`config.mk`:
```
export PLATFORM = sky130hd
export DESIGN_NAME = imem_loader
export DESIGN_NICKNAME = d
export VERILOG_FILES = /design/src/rtl/imem_loader.sv
export SDC_FILE = /design/constraint.sdc
export NUM_CORES = 1
export LEC_CHECK = 0
export ABC_CLOCK_PERIOD_IN_PS = 2029
export CAP_MARGIN = 30
export CORE_ASPECT_RATIO = 0.7
export CORE_UTILIZATION = 45
export CTS_CLUSTER_SIZE = 8
export DETAILED_ROUTE_END_ITERATION = 8
export PLACE_DENSITY = 0.76
export SLEW_MARGIN = 20
export SYNTH_ARGS = -nofsm -noshare
export SYNTH_HDL_FRONTEND = slang
export SYNTH_SLANG_ARGS = --single-unit
```
`constraint.sdc`:
```
create_clock -name clk -period 2.03 [get_ports clk]
set_input_delay 0.5075 -clock clk [delete_from_list [all_inputs] [get_ports clk]]
set_output_delay 0.5075 -clock clk [all_outputs]
set_load 0.01 [all_outputs]
```
`src/rtl/imem_loader.sv`:
```
// imem_loader: loads instruction memory from a byte stream.
//
// Gathers big-endian 32-bit words from a byte source and writes them to consecutive
// word addresses starting at BASE_ADDR. While a session is running the CPU's PC and
// IF/ID stage are held so that partially loaded code cannot be fetched. When the
// session ends, the PC is pulsed to restart at BASE_ADDR.
//
// Optional feature: define IMEM_LOADER_CHECKSUM_EN to add a trailing checksum byte.
// This byte is compared with the XOR of all data bytes. A mismatch sets the sticky
// error flag and suppresses pc_restart.
//
// Parameters:
//   ADDR_WIDTH  word-address width of the instruction memory (depth 2^ADDR_WIDTH)
//   BASE_ADDR   byte address of the first loaded word (word aligned)
// Ports:
//   clk, reset        rising-edge clock, synchronous active-high reset
//   start, word_count session request and word count (sampled only when idle)
//   byte_valid/data   byte source
//   byte_ready        loader takes a byte this cycle (state decode only)
//   mem_we/addr/wdata instruction memory write port (registered)
//   cpu_hold, busy    session in progress (state decode)
//   pc_restart, done  one-cycle end-of-session pulses (registered)
//   error             sticky bad-count / checksum-mismatch flag (registered)

module imem_loader #(
  parameter int unsigned ADDR_WIDTH = 8,
  parameter logic [31:0] BASE_ADDR  = 32'h0
) (
  input  logic                clk,
  input  logic                reset,
  input  logic                start,
  input  logic [ADDR_WIDTH:0] word_count,
  input  logic                byte_valid,
  input  logic [7:0]          byte_data,
  output logic                byte_ready,
  output logic                mem_we,
  output logic [31:0]         mem_addr,
  output logic [31:0]         mem_wdata,
  output logic                cpu_hold,
  output logic                pc_restart,
  output logic                busy,
  output logic                done,
  output logic                error
);

`ifdef IMEM_LOADER_CHECKSUM_EN
  typedef enum logic [2:0] {StIdle, StRecv, StWrite, StCheck, StDone} state_e;
`else
  typedef enum logic [2:0] {StIdle, StRecv, StWrite, StDone} state_e;
`endif

  // Largest legal count is the full memory depth, 2^ADDR_WIDTH.
  localparam logic [ADDR_WIDTH:0] MaxCount = {1'b1, {ADDR_WIDTH{1'b0}}};
  localparam logic [ADDR_WIDTH:0] IndexOne = {{ADDR_WIDTH{1'b0}}, 1'b1};

  state_e              state_q;
  logic [ADDR_WIDTH:0] count_q;
  logic [ADDR_WIDTH:0] index_q;
  logic [1:0]          byte_cnt_q;
  logic [23:0]         partial_q;
  logic                mem_we_q;
  logic [31:0]         mem_addr_q;
  logic [31:0]         mem_wdata_q;
  logic                pc_restart_q;
  logic                done_q;
  logic                error_q;
`ifdef IMEM_LOADER_CHECKSUM_EN
  logic [7:0]          xor_q;
`endif

  logic                count_ok;
  logic                byte_accept;
  logic [ADDR_WIDTH:0] index_inc;
  logic [31:0]         word_offset;

  assign count_ok    = (word_count != '0) && (word_count <= MaxCount);
  assign byte_accept = byte_valid && byte_ready;
  assign index_inc   = index_q + IndexOne;
  // The byte offset of the current word. The carry out of the 32-bit add is discarded.
  assign word_offset = 32'({index_q, 2'b00});

  // Handshake and hold signals decode the current state only. As a result, byte_ready
  // never depends on byte_valid.
  always_comb begin
    byte_ready = 1'b0;
    busy       = 1'b0;
    unique case (state_q)
      StRecv: begin
        byte_ready = 1'b1;
        busy       = 1'b1;
      end
      StWrite: busy = 1'b1;
`ifdef IMEM_LOADER_CHECKSUM_EN
      StCheck: begin
        byte_ready = 1'b1;
        busy       = 1'b1;
      end
`endif
      default: ;
    endcase
  end

  assign cpu_hold = busy;

  always_ff @(posedge clk) begin
    if (reset) begin
      state_q      <= StIdle;
      count_q      <= '0;
      index_q      <= '0;
      byte_cnt_q   <= '0;
      partial_q    <= '0;
      mem_we_q     <= 1'b0;
      mem_addr_q   <= '0;
      mem_wdata_q  <= '0;
      pc_restart_q <= 1'b0;
      done_q       <= 1'b0;
      error_q      <= 1'b0;
`ifdef IMEM_LOADER_CHECKSUM_EN
      xor_q        <= '0;
`endif
    end else begin
      // Strobes last one cycle unless a transition below sets them again.
      mem_we_q     <= 1'b0;
      pc_restart_q <= 1'b0;
      done_q       <= 1'b0;

      unique case (state_q)
        StIdle: begin
          if (start) begin
            if (count_ok) begin
              count_q    <= word_count;
              error_q    <= 1'b0;
              index_q    <= '0;
              byte_cnt_q <= '0;
`ifdef IMEM_LOADER_CHECKSUM_EN
              xor_q      <= '0;
`endif
              state_q    <= StRecv;
            end else begin
              // Bad count: finish at once without writing anything.
              error_q <= 1'b1;
              done_q  <= 1'b1;
              state_q <= StDone;
            end
          end
        end

        StRecv: begin
          if (byte_accept) begin
            partial_q  <= {partial_q[15:0], byte_data};
            byte_cnt_q <= byte_cnt_q + 2'd1;
`ifdef IMEM_LOADER_CHECKSUM_EN
            xor_q      <= xor_q ^ byte_data;
`endif
            if (byte_cnt_q == 2'd3) begin
              // The first byte received is the most significant byte of the word.
              mem_we_q    <= 1'b1;
              mem_addr_q  <= BASE_ADDR + word_offset;
              mem_wdata_q <= {partial_q, byte_data};
              state_q     <= StWrite;
            end
          end
        end

        StWrite: begin
          index_q <= index_inc;
          if (index_inc == count_q) begin
`ifdef IMEM_LOADER_CHECKSUM_EN
            state_q      <= StCheck;
`else
            done_q       <= 1'b1;
            pc_restart_q <= !error_q;
            state_q      <= StDone;
`endif
          end else begin
            state_q <= StRecv;
          end
        end

`ifdef IMEM_LOADER_CHECKSUM_EN
        StCheck: begin
          if (byte_accept) begin
            if (byte_data != xor_q) begin
              error_q <= 1'b1;
            end
            pc_restart_q <= !error_q && (byte_data == xor_q);
            done_q       <= 1'b1;
            state_q      <= StDone;
          end
        end
`endif

        StDone: state_q <= StIdle;

        default: state_q <= StIdle;
      endcase
    end
  end

  assign mem_we     = mem_we_q;
  assign mem_addr   = mem_addr_q;
  assign mem_wdata  = mem_wdata_q;
  assign pc_restart = pc_restart_q;
  assign done       = done_q;
  assign error      = error_q;

endmodule

```
# --- Word-level counts from Yosys, hierarchy flattened ---
# Cells that the tools add are included.
# Widths: inputs -> output; s select.
totals:
  out_inout_bits: 71
  ff_bits: 92
op_classes:
  n_bitwise: 4
  add_sub_neg: 2
  n_reduce_logical: 17
  mux: 20
  order_cmp: 1
  n_eq_ne: 8
ops:
  columns: ["cell", "n"]
  rows:
  - ["$mux 9", 2]
  - ["$pmux 9 s2", 1]
  - ["$reduce_and 3->1", 4]
  - ["$mux 2", 5]
  - ["$add 9x1->9 const B", 1]
  - ["$eq 9x9->1", 1]
  - ["$le 9x9->1 const B", 1]
  - ["$mux 3", 3]
  - ["$pmux 3 s3", 1]
  - ["$reduce_bool 9->1", 1]
  - ["$ne 2x2->1 const B", 4]
  - ["$mux 1", 6]
  - ["$reduce_or 3->1", 2]
  - ["$not 1->1", 4]
  - ["$pmux 2 s2", 1]
  - ["$reduce_and 2->1", 2]
  - ["$reduce_and 4->1", 1]
  - ["$reduce_bool 2->1", 2]
  - ["$eq 3x1->1 const B", 1]
  - ["$eq 3x2->1 const B", 1]
  - ["$logic_not 3->1", 1]
  - ["$add 2x1->2 const B", 1]
  - ["$eq 2x2->1 const B", 1]
  - ["$logic_and 1x1->1", 2]
  - ["other kinds (3)", 3]

# --- Longest topological paths before layout ---
# Gate-level depths: netlist (run 1).
depth:
  depth_word: 5
  depth_mapped: 8

# --- Worst setup path before layout (run 1) ---
# OpenSTA, ideal clock, no wires.
synth_path:
  path_kind: "input -> register"
  start: "in word_count[3]"
  end: "reg byte_cnt_q[1]"
  arrival_ps: 2058
  setup_time_ps: 132
  t_required_ps: 1898
  cell_stages: 6
  setup_slack_ps: -160
  path_cell_list: "or4_4 -> or3_4 -> and3_4 -> buf_6 -> a32oi_1 -> a21oi_1"
synth_via:
  elab_chain_len: 4
synth_rtl:
  columns: ["element", "line", "source"]
  rows:
  - ["start, declared", "32", "input logic [ADDR_WIDTH:0] word_count,"]
  - ["$le 9x9->1 / $reduce_bool 9->1 (equally long branches)", "76", "assign count_ok = (word_count != '0) && (word_count <= MaxCount);"]
  - ["$logic_and 1x1->1 (*)", "76", null]
  - ["$ne 2x2->1 (no source line) (*)", null, null]
  - ["$reduce_and 4->1 (no source line) (*)", null, null]
  - ["end signal, assigned", "151", "byte_cnt_q <= byte_cnt_q + 2'd1;"]
  - ["end, declared", "59", "logic [1:0] byte_cnt_q;"]
# Every way passes the cells marked *; elsewhere a longest branch is shown, timed or not.
# A chain may end at the register's enable or synchronous reset.

# --- Final worst setup path (run 1) ---
layout_path:
  start: "reg index_q[0]"
  end: "reg done_q (netlist: done)"
layout_via:
  elab_chain_len: 4
layout_rtl:
  columns: ["element", "line", "source"]
  rows:
  - ["start, declared", "58", "logic [ADDR_WIDTH:0] index_q;"]
  - ["start signal, assigned", "166", "index_q <= index_inc;"]
  - ["$add 9x1->9", "78", "assign index_inc = index_q + IndexOne;"]
  - ["$eq 9x9->1", "167", "if (index_inc == count_q) begin"]
  - ["$mux 1", "167", null]
  - ["$pmux 1 s2", "127", "unique case (state_q)"]
  - ["end signal, assigned", "125", "done_q <= 1'b0;"]
  - ["end signal, assigned", "142", "done_q <= 1'b1;"]
  - ["end signal, assigned", "171", "done_q <= 1'b1;"]
  - ["end, declared", "65", "logic done_q;"]
# No other way between the ends.

==> metrics, run 1 <==
leading area contributor after synthesis dfxtp_1; n_diodes 0; wire length per cell about 15 µm; Final Setup Violations 2; post-route ant nets 0; global route total overflow 0; Final Max Slew Viols 0; share of layout cells above drive strength 1 0.160; largest net degree at the start of global routing 50; max frequency 490 MHz; post-synthesis xor/xnor area fraction 0.0285; Filler cells ~800; area of all sequential standard cells about 0.0018 mm²; Synth cell types 50; mux share of post-synthesis cell area 0.0226; worst min-delay path category in -> reg; Clock Skew around 0.0062 ns; H-tree levels 3; initial antenna violation count 0; Max Cap Viol 0; Worst R2R Setup Slack -0.01 ns; ranking of synthesized cells by instance count nand2_1 (144), dfxtp_1 (91), a21oi_1 (73), clkbuf_1 (27), buf_4 (24); simple-gate share of the synthesized area 0.223; site row count 28; Hold Fails Final Rpt 0; Worst Path Required 2.28 ns; switching share of power 0.297; status finished, violations left; die width ~110 µm; Int Power 3.51 mW; drt first pass iters 4; period utilization 1.01; hold slack 0.439 ns; dpl ws -0.735 ns; Synth Register Bits around 90; Placer Congestion between 0.9 and 1; die area a little over 0.009 mm²; vias in the first global route ~3,500; nature of the critical path startpoint flop; DR vias/cell around 5.2; Setup WS post-layout -0.0107 ns; first-pass GRT wire length 17,500 µm; post-layout min period between 2 and 2.5 ns; TritonCTS clock tree done; Post-Synth Adder-Cell Area 0.0188; peak supply drop between 0.0005 and 0.0006 V; net switching power approximately 1.5 mW; detailed router's first-iteration violation count around 300; initial core utilization 0.469; WP data arrival around 2.3 ns; P&R area growth vs syn 36.3%; Mapped Cells between 400 and 500; Die Span Y between 80 and 90 µm; YS warnings 0; dpl hpwl 7390 µm; Overall Global Routing Usage 0.244; Clock Tree Buf Depth 2; clock slew at reported path FFs approximately 0.06 ns; TritonCTS Buffers 9; final design utilization 0.639; complex-gate fraction of the synthesized area 0.167; synthesized area around 0.004 mm²; critical path capture point type flop; port bufs 68; CP Max Fanout 2; worst skew pair latency between 0.3 and 0.4 ns; syn avg cell area approximately 8 µm²; power per cell area 917 mW/mm²; Leakage ~2 nW; Clk network pwr share 0.362; post-synth top area share 0.456; sequential share of the synthesized area 0.456; cell with the most instances after synthesis nand2_1; RSZ-0062 raised after global routing true; Finished Layout Cells slightly above 700; largest family of logic cells by synthesized area simple AND/OR/NAND/NOR gates; placed cell count 692; largest cells by area after synthesis dfxtp_1 (46%), nand2_1 (14%), a21oi_1 (9.1%); Seq pwr share 0.388; Post-synth EDFFs 0; core area 0.00851 mm²; Placed Area between 0.004 and 0.005 mm²; root buf cell clkbuf_16; # DRC 0; Sink Count between 90 and 100; top_reg_cell synth dfxtp_1; Gate power share 0.250; multi-input logic area between 0.002 and 0.0025 mm²; routed vias 3,722; TNS Setup -0.0211 ns; Final nets 617; failing checks negative setup slack; routed wire length 10,900 µm; Power, Total between 4 and 5 mW; Ports just over 90; post-route design area around 0.0054 mm²; critical setup path kind reg -> reg; Async S/R FF share, synth 0
layer usage:
layer,routed length (µm),track usage,share of wire
met1,5200,0.329,0.48
met5,0,0,0
met4,50,0.0610,0.0046
met3,697,0.0709,0.064
met2,4920,0.385,0.45
cells by family after synthesis:
logic type | after synthesis
AOI/OAI and AO/OA | 110
xor gates and xnor gates | 13
adders and majority gates | 6
buffers and inverters | 62
DFF | 91
muxes | 9
other | 1
and+or+nand+nor | 203
timing repair:
| item | CTS | global route |
|---|---|---|
| hold endpoints to repair | 0 | 0 |
| gates resized for setup | 36 | 15 |
| buffers inserted | 5 | 1 |
| setup endpoints to repair | 26 | 11 |
| cloned | 1 | 0 |
| pin swaps | 13 | 10 |
| hold buffers | 0 | 0 |
layout by cell type, fill, tap and decap left out, types with 3 or more instances in the layout:
| master | count |
|---|---|
| nor2b_1 | 4 |
| nor2_1 | 16 |
| mux2i_1 | 9 |
| buf_4 | 42 |
| buf_2 | 3 |
| dfxtp_1 | 88 |
| clkdlybuf4s50_1 | 56 |
| and2_1 | 3 |
| xnor2_1 | 8 |
| clkbuf_2 | 5 |
| nand2_1 | 144 |
| and3_1 | 4 |
| nand3_1 | 8 |
| dlygate4sd2_1 | 3 |
| o21ai_0 | 9 |
| a21oi_1 | 73 |
| o31ai_1 | 3 |
| clkbuf_16 | 9 |
| a32oi_1 | 6 |
| buf_12 | 5 |
| and4_1 | 3 |
| inv_1 | 5 |
| dfxtp_2 | 3 |
| ha_1 | 6 |
| xor2_1 | 5 |
| conb_1 | 23 |
flip-flops by register name (all words and copies together) (netlist names):
| register | flops |
|---|---|
| byte_cnt_q | 2 |
| index_q | 9 |
| mem_we | 1 |
| done | 1 |
| mem_wdata | 32 |
| pc_restart | 1 |
| error | 1 |
| partial_q | 24 |
| count_q | 9 |
| mem_addr | 9 |
| state_q | 2 |
power groups by stage:
stage	Clock (mW)	Combinational, mW	Sequential, mW
after floorplan	0	0.664	1.96
after global placement	0	1.11	1.97
after detailed placement	0	1.12	1.97
after CTS	1.85	1.19	1.93
after global routing	1.90	1.34	1.95
final	1.81	1.25	1.94
area by class of cell:
cell class	count	area share
clock inverters	6	0.0163
well taps	120	0.0276
clock buffers	10	0.0439
inverters	7	0.00483
repair buffers	116	0.195
flip-flops and latches	91	0.335
multi-input cells	365	0.377
final timing paths:
kind | cells after the start | startpoint | endpoint
worst max register to register | 7 | index_q[0] | done
worst min-delay path | 3 | word_count[1] | count_q[1]
worst max-delay path | 7 | index_q[0] | done
worst min register to register | 2 | mem_wdata[26] | mem_wdata[26]
worst max-delay path, cell delays in order, from the launching register on:
cell and delay [ns]:
dfxtp_2 0.33, ha_1 0.15, nand4_1 0.11, or3_4 0.40, a2111oi_4 0.36, buf_4 0.19
o211ai_1 0.16, a211oi_2 0.25
Power figures use the tool's default switching activity.
==> run 2, diff against run 1 <==
--- a/config.mk
+++ b/config.mk
@@ -16,3 +16,4 @@
 export SYNTH_ARGS = -nofsm -noshare
 export SYNTH_HDL_FRONTEND = slang
 export SYNTH_SLANG_ARGS = --single-unit
+export TNS_END_PERCENT = 10
==> metrics, run 2 (synthesis gave the netlist of run 1 again) <==
status complete, no violations; routed wire length 10,200 µm (-5.7%); Slowest-stage cell, CP or3_4; area of all sequential standard cells 0.00182 mm² (about the same); Setup WS post-layout 0.0300 ns (+0.0407 ns); critical setup path kind reg -> reg; Die Span Y 80.8 µm (unchanged); Clock Skew 0.00561 ns (-0.000615 ns); Placer Congestion 0.841 (-7.6%); period utilization 0.985 (-0.0201); WP data arrival 2.27 ns (-0.02 ns); die width 115 µm (unchanged); Finished Layout Cells 709 (-0.84%); Worst Path Required 2.30 ns (+0.02 ns); TritonCTS Buffers 9 (unchanged); first-pass GRT wire length 16,500 µm (-5.9%); worst min-delay path category in -> reg; max frequency 500 MHz (+2.0%); number of flip-flops in the largest register 32 (unchanged); P&R area growth vs syn 34.3%; peak supply drop 0.000639 V (+22%); critical path capture point type flop; die area 0.00926 mm² (unchanged); Filler cells 747 (-6.7%); Final Setup Violations 0 (-2); initial core utilization 0.469 (unchanged); Leakage 1.93 nW (-2.3%); worst skew pair latency 0.34 ns (about the same); worst r2r src index_q[0]; Max Cap Viol 0 (unchanged); Sink Count 91 (unchanged); n_diodes 0 (unchanged); largest net degree at the start of global routing 93 (+86%); R2R Path End pc_restart; Worst R2R Setup Slack 0.03 ns (+0.04 ns); hold depth 3 (unchanged); drt first pass iters 4 (unchanged); reg2reg path depth 8 (+1); CP Max Fanout 2 (unchanged); Hold Fails Final Rpt 0 (unchanged); share of layout cells above drive strength 1 0.143 (-0.0170); most frequent cells in the layout nand2_1 (144), dfxtp_1 (89), a21oi_1 (73); vias in the first global route 3,360 (-3.7%); root buf cell clkbuf_16; TritonCTS clock tree done; dpl hpwl 7050 µm (-4.5%); Power, Total 4.88 mW (-2.3%); Overall Global Routing Usage 0.231 (-0.0132); Final Max Slew Viols 0 (unchanged); H-tree levels 3 (unchanged); Max stage delay on crit path 0.41 ns (about the same); crit-path cells ha_4 -> nand4_1 -> or3_4 -> a2111oi_4 -> buf_4 -> o211ai_1 -> buf_4 -> nor3_4; multi-input logic area 0.00200 mm² (-2.4%); core area 0.00851 mm² (unchanged); CP dominant cell by count buf_4; DR vias/cell 5.14 (-1.3%); dpl ws -0.704 ns (+0.0314 ns); power per cell area 909 mW/mm² (-0.81%); commonest non-fill, non-tap cell in the layout nand2_1; hold buffer count at cts 0 (unchanged); # DRC 0 (unchanged); Final nets 611 (-0.97%); clock slew at reported path FFs 0.07 ns (about the same); port bufs 68 (unchanged); global route total overflow 0 (unchanged); Worst Hold Launch word_count[2]; routed vias 3,644 (-2.1%); RSZ-0062 raised after global routing true; placed cell count 690 (-0.29%); detailed router's first-iteration violation count 185 (-39%); Ports 92 (unchanged); hold path endpoint count_q[2]; Clock Tree Buf Depth 2 (unchanged); initial antenna violation count 0 (unchanged); post-layout min period 2.00 ns (-0.0407 ns); post-route ant nets 0 (unchanged); nature of the critical path startpoint flop; wire length per cell 14.5 µm (-4.9%); site row count 28 (unchanged)
-- run 2: power breakdown --
part,internal (mW),switching [mW]
combinational,0.496,0.666
sequential,1.87,0.0699
clock,1.08,0.693
total,3.45,1.43
-- run 2: worst max path at each step --
stage | from | end | slack (ns)
floorplan | word_count[3] | byte_cnt_q[1] | -0.16
global placement | word_count[3] | byte_cnt_q[0] | -0.65
detailed placement | word_count[3] | index_q[6] | -0.70
CTS | index_q[0] | pc_restart | -0.01
global route | index_q[0] | pc_restart | -0.06
finish | index_q[0] | pc_restart | 0.03
-- run 2: layout make-up --
type / instances / share of cell area
inverter: 7 / 0.00490
tap: 120 / 0.0280
sequential: 91 / 0.340
clock inverter: 6 / 0.0166
clock buffer: 10 / 0.0427
multi-input combinational: 364 / 0.373
timing repair buffer: 111 / 0.194
-- run 2: metrics by stage --
| step | util | hold WS, ns | instance area, µm² | setup TNS [ns] |
|---|---|---|---|---|
| finish | 0.630 | 0.431 | 5360 | 0 |
| global route | 0.630 | 0.441 | 5360 | -0.0958 |
| CTS | 0.629 | 0.418 | 5350 | -0.0142 |
| detailed placement | 0.584 | 0.438 | 4970 | -13.84 |
| global placement | 0.584 | 0.438 | 4970 | -12.34 |
| floorplan | - | 0.432 | 4080 | -1.44 |
-- run 2: critical path, delay by kind of cell, from the launching register on --
kind	cells	cell delay, ns
AND/OR/NAND/NOR	3	0.61
AO/OA/AOI/OAI	2	0.45
buffers and inverters	2	0.38
flip-flops	1	0.36
adder cells (fa/ha/maj)	1	0.14
-- run 2: routing by layer --
metal	share of wire	global-route usage	vias to the layer above
met5	0	0	-
met4	0.013	0.0584	0
met3	0.069	0.0724	19
met2	0.44	0.361	122
met1	0.48	0.310	1695
li1	-	-	1808
-- run 2: repair_timing --
action	in CTS	in global routing
setup endpoints to repair	26	20
resized for setup	30	13
pin swaps	10	0
setup buffers	2	1
==> run 3, diff against run 2 <==
--- a/config.mk
+++ b/config.mk
@@ -6,7 +6,7 @@
 export NUM_CORES = 1
 export LEC_CHECK = 0
 export ABC_CLOCK_PERIOD_IN_PS = 2029
-export CAP_MARGIN = 30
+export CAP_MARGIN = 20
 export CORE_ASPECT_RATIO = 0.7
 export CORE_UTILIZATION = 45
 export CTS_CLUSTER_SIZE = 8
==> results of run 3 <==
Final layout, timing and power as in run 2 (identical DEF).
